[config.mk]
export PLATFORM = sky130hd
export DESIGN_NAME = life_engine
export DESIGN_NICKNAME = d
export VERILOG_FILES = /design/src/rtl/life_pkg.sv /design/src/rtl/life_row.sv /design/src/rtl/life_engine.sv
export SDC_FILE = /design/constraint.sdc
export NUM_CORES = 1
export LEC_CHECK = 0
export ABC_CLOCK_PERIOD_IN_PS = 6400
export BUFFER_PORTS_ARGS = -buffer_cell sky130_fd_sc_hd__buf_2
export CORE_ASPECT_RATIO = 0.9
export CORE_UTILIZATION = 50
export DETAILED_ROUTE_END_ITERATION = 16
export GPL_ROUTABILITY_DRIVEN = 0
export GPL_TIMING_DRIVEN = 0
export PLACE_DENSITY = 0.68
export SKIP_CTS_REPAIR_TIMING = 1
export SLEW_MARGIN = 20
export SYNTH_ARGS = -nofsm -noshare
export SYNTH_HDL_FRONTEND = slang
export SYNTH_HIERARCHICAL = 1
export SYNTH_SLANG_ARGS = --single-unit
[constraint.sdc]
create_clock -name ph1 -period 6.4 [get_ports ph1]
set_input_delay 0.64 -clock ph1 [delete_from_list [all_inputs] [get_ports ph1]]
set_output_delay 0.64 -clock ph1 [all_outputs]
set_load 0.03 [all_outputs]
[src/rtl/life_pkg.sv]
// Shared definitions for the Game of Life engine: FSM states and rule thresholds.
package life_pkg;

    typedef enum logic [1:0] {
        IDLE    = 2'd0,
        COMPUTE = 2'd1,
        DONE    = 2'd2
    } life_state_t;

    // A dead cell is born with exactly BIRTH neighbours; a live cell survives
    // with SURVIVE_LO..SURVIVE_HI neighbours. Four bits hold a count of 8.
    localparam logic [3:0] BIRTH      = 4'd3;
    localparam logic [3:0] SURVIVE_LO = 4'd2;
    localparam logic [3:0] SURVIVE_HI = 4'd3;

endpackage

[src/rtl/life_row.sv]
// Combinational next-generation row from the three old-generation rows around it.
module life_row
    import life_pkg::*;
#(
    parameter int COLS = 8,
    parameter int WRAP = 1
) (
    input  logic [COLS-1:0] above,
    input  logic [COLS-1:0] centre,
    input  logic [COLS-1:0] below,
    output logic [COLS-1:0] next_row
);

    // Each row is extended by one cell on both sides; extended index c+1 is column c.
    // The outer cells come from the opposite edge on a torus, otherwise they are dead.
    logic [COLS+1:0] ext_a;
    logic [COLS+1:0] ext_c;
    logic [COLS+1:0] ext_b;
    logic [3:0]      n;

    assign ext_a = {(WRAP != 0) ? above[0]  : 1'b0, above,  (WRAP != 0) ? above[COLS-1]  : 1'b0};
    assign ext_c = {(WRAP != 0) ? centre[0] : 1'b0, centre, (WRAP != 0) ? centre[COLS-1] : 1'b0};
    assign ext_b = {(WRAP != 0) ? below[0]  : 1'b0, below,  (WRAP != 0) ? below[COLS-1]  : 1'b0};

    // Count the eight neighbours of every column and apply the birth/survive rule.
    always_comb begin
        next_row = '0;
        n        = '0;
        for (int c = 0; c < COLS; c++) begin
            n = {3'b000, ext_a[c]} + {3'b000, ext_a[c+1]} + {3'b000, ext_a[c+2]}
              + {3'b000, ext_c[c]}                         + {3'b000, ext_c[c+2]}
              + {3'b000, ext_b[c]} + {3'b000, ext_b[c+1]} + {3'b000, ext_b[c+2]};
            next_row[c] = (n == BIRTH) ||
                          (centre[c] && (n >= SURVIVE_LO) && (n <= SURVIVE_HI));
        end
    end

endmodule

[src/rtl/life_engine.sv]
// Game of Life engine: row-serial in-place generation update over a ROWS x COLS grid.
// Load handshake: a row is written on any rising edge where load_valid and
// load_ready are both high; load_ready is high only in IDLE, and a load in that
// cycle takes priority over step/run (the step is dropped, not queued).
module life_engine
    import life_pkg::*;
#(
    parameter  int COLS  = 8,
    parameter  int ROWS  = 8,
    parameter  int WRAP  = 1,
    parameter  int GEN_W = 16,
    localparam int RW    = $clog2(ROWS)
) (
    input  logic             ph1,
    input  logic             reset,
    input  logic             load_valid,
    output logic             load_ready,
    input  logic [RW-1:0]    load_row,
    input  logic [COLS-1:0]  load_data,
    input  logic             step,
    input  logic             run,
    output logic             busy,
    output logic             gen_done,
    output logic [GEN_W-1:0] gen_count,
    output logic             stable,
    output logic             all_dead,
    input  logic [RW-1:0]    rd_addr,
    output logic [COLS-1:0]  rd_data,
    output life_state_t      fsm_state
);

    localparam logic [RW-1:0] LAST_ROW = RW'(ROWS - 1);
    localparam logic [RW:0]   ROWS_W   = (RW + 1)'(ROWS);

    life_state_t     state;
    logic [COLS-1:0] grid [ROWS];
    // cnt 0 is a priming cycle that snapshots the wrap rows; cnt k updates row k-1.
    logic [RW:0]     cnt;
    logic [RW-1:0]   row_cur;
    logic [RW-1:0]   row_plus;
    logic [COLS-1:0] prev_row;    // old-generation copy of the row above row_cur
    logic [COLS-1:0] row0_copy;   // old-generation copy of row 0, used below the last row
    logic [COLS-1:0] centre_row;
    logic [COLS-1:0] below_row;
    logic [COLS-1:0] next_row;
    logic            row_diff;
    logic            changed;
    logic            load_fire;
    logic            load_in_range;

    assign row_cur       = RW'(cnt - (RW + 1)'(1));
    assign row_plus      = (row_cur == LAST_ROW) ? '0 : row_cur + RW'(1);
    assign centre_row    = grid[row_cur];
    assign row_diff      = (next_row != centre_row);
    assign load_ready    = (state == IDLE);
    assign load_fire     = load_valid && load_ready;
    assign load_in_range = ({1'b0, load_row} < ROWS_W);
    assign busy          = (state != IDLE);
    assign gen_done      = (state == DONE);
    assign fsm_state     = state;

    // Row below the one being updated: rows below are still old, except the last row.
    always_comb begin
        below_row = grid[row_plus];
        if (row_cur == LAST_ROW) begin
            below_row = (WRAP != 0) ? row0_copy : '0;
        end
    end

    life_row #(
        .COLS (COLS),
        .WRAP (WRAP)
    ) u_row (
        .above    (prev_row),
        .centre   (centre_row),
        .below    (below_row),
        .next_row (next_row)
    );

    // FSM, grid storage, row copies, generation counter and stability flag.
    always_ff @(posedge ph1 or negedge reset) begin
        if (!reset) begin
            state     <= IDLE;
            cnt       <= '0;
            prev_row  <= '0;
            row0_copy <= '0;
            changed   <= 1'b0;
            stable    <= 1'b0;
            gen_count <= '0;
            for (int r = 0; r < ROWS; r++) begin
                grid[r] <= '0;
            end
        end else begin
            case (state)
                IDLE: begin
                    if (load_fire) begin
                        if (load_in_range) begin
                            grid[load_row] <= load_data;
                        end
                        gen_count <= '0;
                        stable    <= 1'b0;
                    end else if (step || run) begin
                        state <= COMPUTE;
                        cnt   <= '0;
                    end
                end
                COMPUTE: begin
                    cnt <= cnt + (RW + 1)'(1);
                    if (cnt == '0) begin
                        prev_row  <= (WRAP != 0) ? grid[LAST_ROW] : '0;
                        row0_copy <= grid[0];
                        changed   <= 1'b0;
                    end else begin
                        grid[row_cur] <= next_row;
                        prev_row      <= centre_row;
                        changed       <= changed || row_diff;
                        if (row_cur == LAST_ROW) begin
                            state     <= DONE;
                            stable    <= !(changed || row_diff);
                            gen_count <= gen_count + GEN_W'(1);
                        end
                    end
                end
                DONE: begin
                    if (run && !stable) begin
                        state <= COMPUTE;
                        cnt   <= '0;
                    end else begin
                        state <= IDLE;
                    end
                end
                default: state <= IDLE;
            endcase
        end
    end

    // Display read port; out-of-range rows read as empty.
    always_comb begin
        rd_data = '0;
        if ({1'b0, rd_addr} < ROWS_W) begin
            rd_data = grid[rd_addr];
        end
    end

    // Grid is empty when no bit in any row is set.
    always_comb begin
        all_dead = 1'b1;
        for (int r = 0; r < ROWS; r++) begin
            if (grid[r] != '0) begin
                all_dead = 1'b0;
            end
        end
    end

endmodule

# ---- After elaboration in Yosys (flattened, before gate mapping)
# Cells that the tools add are included.
dict set report word_totals {
  out_inout_bits 31
  in_bits 19
  ff_bits 104
}
dict set report classes {
  n_eq_ne 18
  n_reduce_logical 50
  muxes 48
  addsub 60
  order_cmp 22
  bitwise 4
}
# op count
set ops {}
lappend ops {{$add 4x1->4} 48}
lappend ops {{$bwmux 64} 2}
lappend ops {{$mux 64} 2}
lappend ops {{$pmux 64 s2} 1}
lappend ops {{$mux 8} 10}
lappend ops {{$bmux 8 s3} 3}
lappend ops {{$reduce_bool 8->1} 8}
lappend ops {{$demux 8 s3} 2}
lappend ops {{$mux 16} 3}
lappend ops {{$eq 4x2->1 const B} 8}
lappend ops {{$ge 4x2->1 const B} 8}
lappend ops {{$le 4x2->1 const B} 8}
lappend ops {{$pmux 16 s2} 1}
lappend ops {{$logic_and 1x1->1} 20}
lappend ops {{$add 1x1->2} 8}
lappend ops {{$add 16x1->16 const B} 1}
lappend ops {{$ge 4x4->1 const B} 4}
lappend ops {{$not 3->4} 4}
lappend ops {{$mux 1} 13}
lappend ops {{$mux 4} 3}
lappend ops {{$pmux 4 s3} 1}
lappend ops {{$reduce_and 4->1} 3}
lappend ops {{$logic_or 1x1->1} 10}
lappend ops {{$lt 4x1->1 const B} 2}
lappend ops {{20 further kinds} 29}

# ---- Depth between registers and ports, before layout
# Gate-level depths: netlist of the first run.
dict set report depth {
  ltp_word 21
  depth_mapped 26
  depth_no_buf 22
}

# ---- Modules after synthesis
# Netlist of the first run, hierarchy kept.
# mod seq_area_each_um2 cells_each area_each_um2 n_inst
set by_module_without_submodules {}
lappend by_module_without_submodules {life_engine 2602.5 705 6892.9 1}
lappend by_module_without_submodules {life_row 0.0 158 1455.1 1}

# ---- Least setup slack after synthesis of the first run
# Ideal clock, no wire load.
dict set report synth_path {
  path_kind {register to register}
  from {register cnt[0]}
  to {register changed}
  stages_incl_launch_ff 22
  period_less_slack_ps 5804
  path_buffers 4
  arrival_ps 5681
  slack_ps 596
  required_ps 6277
  setup_time_ps 123
  cell_sequence {dfrtp_1 -> buf_2 -> buf_6 -> inv_1 -> ha_1 -> xnor2_4 -> inv_4 -> buf_2 -> ha_1 -> buf_1 -> mux2i_1 -> o21ai_0 -> inv_1 -> fa_1 -> fa_1 -> fa_1 -> fa_1 -> o31a_1 -> a2111oi_4 -> xor2_1 -> nand3_1 -> o221a_2}
}
dict set report synth_via {
  elab_chain_len 18
  elab_cells_between_ends 105
}
# item line
set synth_rtl {}
lappend synth_rtl {{start, declared} life_engine.sv:38} ;# logic [RW:0] cnt;
lappend synth_rtl {{start signal, assigned} life_engine.sv:108} ;# cnt <= cnt + (RW + 1)'(1);
lappend synth_rtl {{$sub 3x1->3 (*)} life_engine.sv:51} ;# assign row_cur = RW'(cnt - (RW + 1)'(1));
lappend synth_rtl {{$add 3x1->3 / $eq 3x3->1 (equally long branches)} {life_engine.sv:52, life_engine.sv:65}}
lappend synth_rtl {{$mux 3} life_engine.sv:52} ;# assign row_plus = (row_cur == LAST_ROW) ? '0 : row_cur + RW'(1);
lappend synth_rtl {{$not 3->4 (implied by the code)} life_engine.sv:64} ;# below_row = grid[row_plus];
lappend synth_rtl {{$bmux 8 s3} life_engine.sv:64}
lappend synth_rtl {{$mux 8 (implied by the code) (2 in a row)} life_engine.sv:64}
lappend synth_rtl {{$mux 8 (*)} life_engine.sv:65} ;# if (row_cur == LAST_ROW) begin
lappend synth_rtl {{named net below_row[2]} life_engine.sv:44} ;# logic [COLS-1:0] below_row;
lappend synth_rtl {{$add 4x1->4 (*) (3 in a row)} life_row.sv:32} ;# + {3'b000, ext_b[c]} + {3'b000, ext_b[c+1]} + {3'b000, ext_b[c+2]};
lappend synth_rtl {{$ge 4x2->1} life_row.sv:34} ;# (centre[c] && (n >= SURVIVE_LO) && (n <= SURVIVE_HI));
lappend synth_rtl {{$logic_and 1x1->1 (2 in a row)} life_row.sv:34}
lappend synth_rtl {{$logic_or 1x1->1 (*)} life_row.sv:33} ;# next_row[c] = (n == BIRTH) ||
lappend synth_rtl {{named net next_row[3]} life_engine.sv:45} ;# logic [COLS-1:0] next_row;
lappend synth_rtl {{$ne 8x8->1 (*)} life_engine.sv:54} ;# assign row_diff = (next_row != centre_row);
lappend synth_rtl {{$logic_or 1x1->1 (*)} life_engine.sv:116} ;# changed <= changed || row_diff;
lappend synth_rtl {{$mux 1 (*)} life_engine.sv:109} ;# if (cnt == '0) begin
lappend synth_rtl {{end signal, assigned} life_engine.sv:116}
lappend synth_rtl {{end, declared} life_engine.sv:47} ;# logic changed;
# Mark *: on every way through the listed nets, which the timed path passes. The rest lies on a longest branch. The select of a mux whose other input is x is not followed.
# A chain may end at the register's enable or synchronous reset.

# ---- Final worst setup path of the first run
dict set report layout_path {
  from {register cnt[0]}
  to {register changed}
}
dict set report layout_via {
  elab_cells_between_ends 105
}
# item line
set layout_rtl {}
lappend layout_rtl {{$sub 3x1->3 (*)} life_engine.sv:51}
lappend layout_rtl {{$add 3x1->3 / $eq 3x3->1 (equally long branches)} {life_engine.sv:52, life_engine.sv:65}}
lappend layout_rtl {{$mux 3} life_engine.sv:52}
lappend layout_rtl {{$not 3->4 (implied by the code)} life_engine.sv:64}
lappend layout_rtl {{$bmux 8 s3} life_engine.sv:64}
lappend layout_rtl {{$mux 8 (implied by the code) (2 in a row)} life_engine.sv:64}
lappend layout_rtl {{$mux 8 (*)} life_engine.sv:65}
lappend layout_rtl {{named net below_row[0]} life_engine.sv:44}
lappend layout_rtl {{$add 4x1->4 (*)} life_row.sv:32}
lappend layout_rtl {{$ge 4x2->1} life_row.sv:34}
lappend layout_rtl {{$logic_and 1x1->1 (2 in a row)} life_row.sv:34}
lappend layout_rtl {{$logic_or 1x1->1 (*)} life_row.sv:33}
lappend layout_rtl {{named net next_row[7]} life_engine.sv:45}
lappend layout_rtl {{$ne 8x8->1 (*)} life_engine.sv:54}
lappend layout_rtl {{$logic_or 1x1->1 (*)} life_engine.sv:116}
lappend layout_rtl {{$mux 1 (*)} life_engine.sv:109}
# Marked as above.

==> impl_metrics.env, run 1 <==
export IMPL_outcome="finished with violations"
export IMPL_failed_checks="DRC"
export IMPL_cts_tree="yes"
export IMPL_worst_slack_ns=0.213
export IMPL_max_stage_delay_ns=0.48
export IMPL_slew_headroom_pct=39.6
export IMPL_drive_above_1_share_pct=18.4
export IMPL_crit_arrival_ns=6.44
export IMPL_vias=7204
export IMPL_maxCapViolCount=0
export IMPL_drt_iter0_drc=643
export IMPL_fmax_mhz=162
export IMPL_synth_edff_count=0
export IMPL_route_antenna_remaining_nets=0
export IMPL_slew_violations=0
export IMPL_path_cells="buf_2 -> buf_6 -> inv_1 -> ha_1 -> buf_2 -> clkbuf_2 -> clkbuf_2 -> mux4_2 -> mux2i_1 -> o21ai_1 -> inv_1 -> fa_1 -> fa_1 -> fa_1 -> fa_1 -> o31a_1 -> a2111oi_4 -> buf_4 -> buf_4 -> xor2_1 -> nand3_1 -> o221a_2"
export IMPL_dp_hpwl_mm=19.2
export IMPL_r2r_cells=22
export IMPL_async_flop_share_pct=100
export IMPL_clockBufferDepth=2
export IMPL_grtUsageTotal_pct=30.2
export IMPL_synthDistinctLibCells=54
export IMPL_holdWs_ns=0.219
export IMPL_fp_coreArea_sq_um=16200
export IMPL_min_path_type="primary input to async pin"
export IMPL_grt_pass1_wl_mm=39.4
export IMPL_final_nets=1003
export IMPL_die_w_microns=138
export IMPL_reg2reg_setup_slack_ns=0.21
export IMPL_n_antenna_cell=0
export IMPL_worstSetupPathType="flip-flop to flip-flop"
export IMPL_synth_area_per_cell_sq_um=9.67
export IMPL_pre_cts_slack_ns=-0.639
export IMPL_clockRootBuffer="clkbuf_16"
export IMPL_crit_path_frequent_cell="fa_1"
export IMPL_grt_max_degree=54
export IMPL_clk_latency_ns=0.37
export IMPL_crit_slowest_cell="fa_1"
export IMPL_synth_cells=863
export IMPL_fin_tns_setup_ns=0
export IMPL_cts_num_sinks=104
export IMPL_portBuffers=43
export IMPL_end_kind="flip-flop"
export IMPL_syn_area_sq_um=8350
export IMPL_fin_crit_sh_pct=96.7
export IMPL_finalHoldViolations=0
export IMPL_synth_seq_cells=104
export IMPL_worstSetupStartpointType="flip-flop"
export IMPL_clk_pin_slew_worst_paths_ns=0.08
export IMPL_floorplan_initialDensity_pct=51.4
export IMPL_die_area_sq_um=17200
export IMPL_cp_max_fo=10
export IMPL_synth_nets=943
export IMPL_ys_warn_count=6
export IMPL_tightestPinTransition_ns=0.904
export IMPL_area_growth_pct=11.3
export IMPL_min_period_ns=6.19
export IMPL_setup_viol=0
export IMPL_first_pass_iters=13
export IMPL_routed_via_density=6.35
export IMPL_gr_total_overflow=0
export IMPL_antenna_found_initial=0
export IMPL_crit_buf_inv=9
export IMPL_numCtsBuffers=9
export IMPL_routed_wl_mm=24.8
export IMPL_ios=50
export IMPL_worstPathRequired_ns=6.65
export IMPL_fin_skew_ns=0.00945
export IMPL_rows=44
export IMPL_drcViolationCount=10
export IMPL_synth_ff_type="dfrtp_1"
export IMPL_wl_per_cell_microns=21.9
export IMPL_die_y_microns=125
export IMPL_grt_pass1_vias=7071
export IMPL_htreeDepth=3
export IMPL_crit_family="adder cells"
export IMPL_synth_seq_area_share_pct=31.2
export IMPL_rr_endpoint="changed"
export IMPL_r2r_start="cnt[0]"
## cell type report
class / count / area (sq um)
fillers: 1444 / 6950
multi-input cells: 630 / 5280
flip-flops and latches: 104 / 2600
repair buffers: 51 / 302
inverters: 79 / 299
well taps: 207 / 259
plain buffers: 48 / 231
clock buffers: 9 / 225
clock inverters: 7 / 90.1
## worst max path at each step
stage / from / endpoint / cells past startpoint
floorplan: cnt[0] / changed / 21
global placement: cnt[0] / grid[21] / 22
detailed placement: cnt[0] / grid[21] / 22
CTS: cnt[0] / grid[21] / 22
global route: cnt[0] / grid[44] / 24
finish: cnt[0] / changed / 22
## cells in the mapped netlist, types with 3 or more instances
cell type / count / area [sq um]
buf_1: 4 / 15.0
o31a_1: 3 / 26.3
buf_4: 5 / 37.5
mux2_2: 19 / 214
a32oi_1: 16 / 140
fa_1: 32 / 641
o21a_1: 18 / 135
ha_1: 29 / 363
o21ai_1: 5 / 25.0
mux2i_1: 40 / 400
buf_2: 16 / 80.1
o21ai_0: 70 / 350
nand2_1: 100 / 375
nor2_1: 52 / 195
xnor2_1: 3 / 26.3
a31oi_1: 6 / 37.5
nor4_1: 17 / 106
nor3_1: 4 / 20.0
nor2b_1: 9 / 56.3
xor2_1: 19 / 166
nand3_1: 37 / 185
nand4_1: 15 / 93.8
and3_1: 3 / 18.8
o221ai_1: 16 / 140
clkbuf_1: 23 / 86.3
mux4_2: 34 / 766
and2_1: 11 / 68.8
inv_1: 77 / 289
a2111oi_4: 3 / 82.6
dfrtp_1: 104 / 2600
a21oi_1: 12 / 60.1
o22a_1: 32 / 280
## worst register-to-register path, stage by stage, from the launching register on
cell and delay [ns]:
dfrtp_1 0.36, buf_2 0.20, buf_6 0.20, inv_1 0.13, ha_1 0.29, buf_2 0.22
clkbuf_2 0.30, clkbuf_2 0.34, mux4_2 0.36, mux2i_1 0.20, o21ai_1 0.17, inv_1 0.17
fa_1 0.45, fa_1 0.48, fa_1 0.42, fa_1 0.40, o31a_1 0.34, a2111oi_4 0.18
buf_4 0.21, buf_4 0.12, xor2_1 0.18, nand3_1 0.10, o221a_2 0.26
## layer usage
layer	share of wire [%]	GRT usage, %	vias up
li1	-	-	3240
met1	42	41.1	3495
met2	44	46.0	382
met3	8.6	5.38	87
met4	5.1	16.4	0
met5	0	0	-
## cells by family (layout without fill, tap and decap cells)
family / count (synthesis) / after routing / synth area share, %
compound gates: 190 / 190 / 16.2
xor+xnor: 23 / 23 / 2.64
fa+ha+maj: 61 / 61 / 12.0
buf+inv: 129 / 194 / 6.40
flops: 104 / 104 / 31.2
mux: 93 / 93 / 16.5
simple gates: 263 / 263 / 15.0
## sequential cells by signal, summed over array words and instances (netlist names)
name / cells
grid: 64
gen_count: 16
prev_row: 8
row0_copy: 8
cnt: 4
fsm_state: 2
changed: 1
stable: 1
## metrics by stage
stage	cells	util, %	cell area, sq um
after floorplan	863	-	8350
after global placement	1113	54.3	8820
after detailed placement	1114	54.6	8860
after CTS	1130	56.5	9180
after global routing	1135	57.2	9290
final	1135	57.2	9290
## cells in the final DEF, fill, tap and decap left out, drive strengths merged, types with 34 or more instances in the layout
| cell | netlist | final |
|---|---|---|
| buf | 26 | 76 |
| dfrtp | 104 | 104 |
| inv | 78 | 80 |
| mux2i | 40 | 40 |
| mux4 | 34 | 34 |
| nand2 | 100 | 100 |
| nand3 | 37 | 37 |
| nor2 | 52 | 52 |
| o21ai | 75 | 75 |
Power of run 1 is not shown: default switching activity piles up to over one toggle a cycle in this logic, so the estimate is an artifact.
==> run 2: changes to the inputs <==
--- a/config.mk
+++ b/config.mk
@@ -8,11 +8,11 @@
 export ABC_CLOCK_PERIOD_IN_PS = 6400
 export BUFFER_PORTS_ARGS = -buffer_cell sky130_fd_sc_hd__buf_2
 export CORE_ASPECT_RATIO = 0.9
-export CORE_UTILIZATION = 50
+export CORE_UTILIZATION = 47
 export DETAILED_ROUTE_END_ITERATION = 16
 export GPL_ROUTABILITY_DRIVEN = 0
 export GPL_TIMING_DRIVEN = 0
-export PLACE_DENSITY = 0.68
+export PLACE_DENSITY_LB_ADDON = 0.25
 export SKIP_CTS_REPAIR_TIMING = 1
 export SLEW_MARGIN = 20
 export SYNTH_ARGS = -nofsm -noshare
==> run 2 against run 1 <==
  * The run now ends clean
  * Critical endpoint unchanged
  * Routed wire length grew 0.32%
  * Global-route usage is 1.3 points lower
  * Highest routed layer is now met5
  * Hold slack got worse by 0.027 ns
  * Die area rose by 6.3%
  * Utilization down 2.8 points
  * Critical path type unchanged
  * Flip-flop and latch count unchanged
  * Design area increased by 0.28%
==> impl_metrics.env, run 2 (synthesis gave the netlist of run 1 again) <==
export IMPL_min_period_ns=6.17
export IMPL_routed_via_density=6.21
export IMPL_clockBufferDepth=2
export IMPL_regArea_sq_um=2600
export IMPL_slew_violations=0
export IMPL_maxCapViolCount=0
export IMPL_fp_coreArea_sq_um=17100
export IMPL_clk_pin_slew_worst_paths_ns=0.08
export IMPL_rows=45
export IMPL_numCtsBuffers=9
export IMPL_final_cell_mix="dfrtp_1, nand2_1, inv_1, o21ai_0, buf_2"
export IMPL_worstSetupStartpointType="flip-flop"
export IMPL_slew_headroom_pct=42.8
export IMPL_die_y_microns=128
export IMPL_wl_per_cell_microns=21.5
export IMPL_final_common_cell="dfrtp_1"
export IMPL_die_area_sq_um=18300
export IMPL_clk_latency_ns=0.36
export IMPL_clockRootBuffer="clkbuf_16"
export IMPL_top_register="grid"
export IMPL_finalHoldViolations=0
export IMPL_tightestPinTransition_ns=0.855
export IMPL_r2r_cells=26
export IMPL_first_pass_iters=6
export IMPL_grt_max_degree=60
export IMPL_multi_input_area_sq_um=5280
export IMPL_area_growth_pct=11.6
export IMPL_r2r_start="cnt[0]"
export IMPL_antenna_found_initial=2
export IMPL_gr_total_overflow=0
export IMPL_grt_pass1_wl_mm=39.5
export IMPL_end_kind="flip-flop"
export IMPL_reg2reg_setup_slack_ns=0.23
export IMPL_fin_skew_ns=0.00741
export IMPL_crit_arrival_ns=6.42
export IMPL_drcViolationCount=0
export IMPL_drt_iter0_drc=696
export IMPL_grtUsageTotal_pct=28.9
export IMPL_reg_largest_list="grid x64, gen_count x16"
export IMPL_dp_hpwl_mm=19.3
export IMPL_n_antenna_cell=0
export IMPL_routed_wl_mm=24.9
export IMPL_route_antenna_remaining_nets=0
export IMPL_rr_endpoint="changed"
export IMPL_ios=50
export IMPL_grt_pass1_vias=6953
export IMPL_cp_max_fo=10
export IMPL_min_path_type="primary input to async pin"
export IMPL_largest_reg_flops=64
export IMPL_cts_tree="yes"
export IMPL_worstSetupPathType="flip-flop to flip-flop"
export IMPL_vias=7200
export IMPL_portBuffers=43
export IMPL_fmax_mhz=162
export IMPL_outcome="finished clean"
export IMPL_setup_viol=0
export IMPL_fill_cells=1604
export IMPL_fin_tns_setup_ns=0
export IMPL_worstPathRequired_ns=6.65
export IMPL_htreeDepth=3
export IMPL_final_nets=1000
export IMPL_floorplan_initialDensity_pct=48.8
export IMPL_die_w_microns=142
export IMPL_drive_above_1_share_pct=18.2
export IMPL_cts_num_sinks=104
export IMPL_rsz0062_at_grt="false"
export IMPL_fin_crit_sh_pct=96.4
==> run 2: cell count changes in the layout (fill, tap and decap cells not counted), sizes merged <==
cell,previous run,this run
buf,76,73
clkinv,4,1
clkinvlp,1,3
inv,80,81
==> run 2: worst max-delay path, stage by stage (launching register included) <==
cell and delay [ns]:
dfrtp_1 0.38, buf_2 0.20, buf_6 0.19, inv_1 0.12, ha_1 0.29, buf_2 0.23, clkinvlp_4 0.28, clkbuf_1 0.32
nand3_1 0.13, nand4_1 0.27, inv_1 0.12, inv_1 0.12, fa_1 0.47, fa_1 0.51, fa_1 0.41, inv_1 0.07
ha_1 0.15, inv_1 0.06, fa_1 0.38, nor2b_1 0.14, a31oi_1 0.27, nor3_4 0.09, buf_12 0.15, xnor2_1 0.13
nor3_2 0.17, nand3_1 0.12, o221a_2 0.26
==> run 2: stage by stage <==
step	worst slack (ns)	utilization [%]	hold WS [ns]	instances	cell area [sq um]
finish	0.232	54.4	0.192	1160	9320
global route	0.0123	54.4	0.216	1160	9320
CTS	-0.764	53.9	0.207	1159	9230
detailed placement	-0.703	52.0	0.486	1143	8910
global placement	-1.52	51.7	0.463	1141	8860
floorplan	0.596	-	0.344	863	8350
==> run 2: how the worst max path moves through the flow <==
stage / to / slack [ns] / start
after floorplan: changed / 0.60 / cnt[0]
after global placement: grid[13] / -1.52 / cnt[0]
after detailed placement: grid[12] / -0.70 / cnt[0]
after CTS: grid[28] / -0.76 / cnt[0]
after global routing: changed / 0.01 / cnt[0]
final: changed / 0.23 / cnt[0]
==> run 2: per-layer routing <==
layer | vias up | part of all wire, % | routed length, microns | global-route usage, %
li1 | 3222 | - | - | -
met2 | 406 | 45 | 11200 | 44.1
met1 | 3506 | 42 | 10400 | 39.7
met5 | - | 0.052 | 13 | 0
met4 | 2 | 3.5 | 866 | 10.8
met3 | 64 | 9.9 | 2470 | 7.26
==> run 2: layout make-up <==
| class | count | area share [%] |
|---|---|---|
| flip-flops and latches | 104 | 27.9 |
| plain buffers | 48 | 2.48 |
| multi-input cells | 630 | 56.6 |
| clock buffers | 9 | 2.42 |
| well taps | 235 | 3.16 |
| clock inverters | 7 | 1.02 |
| inverters | 79 | 3.25 |
| repair buffers | 48 | 3.10 |
Power of run 2 is left out for the same reason.
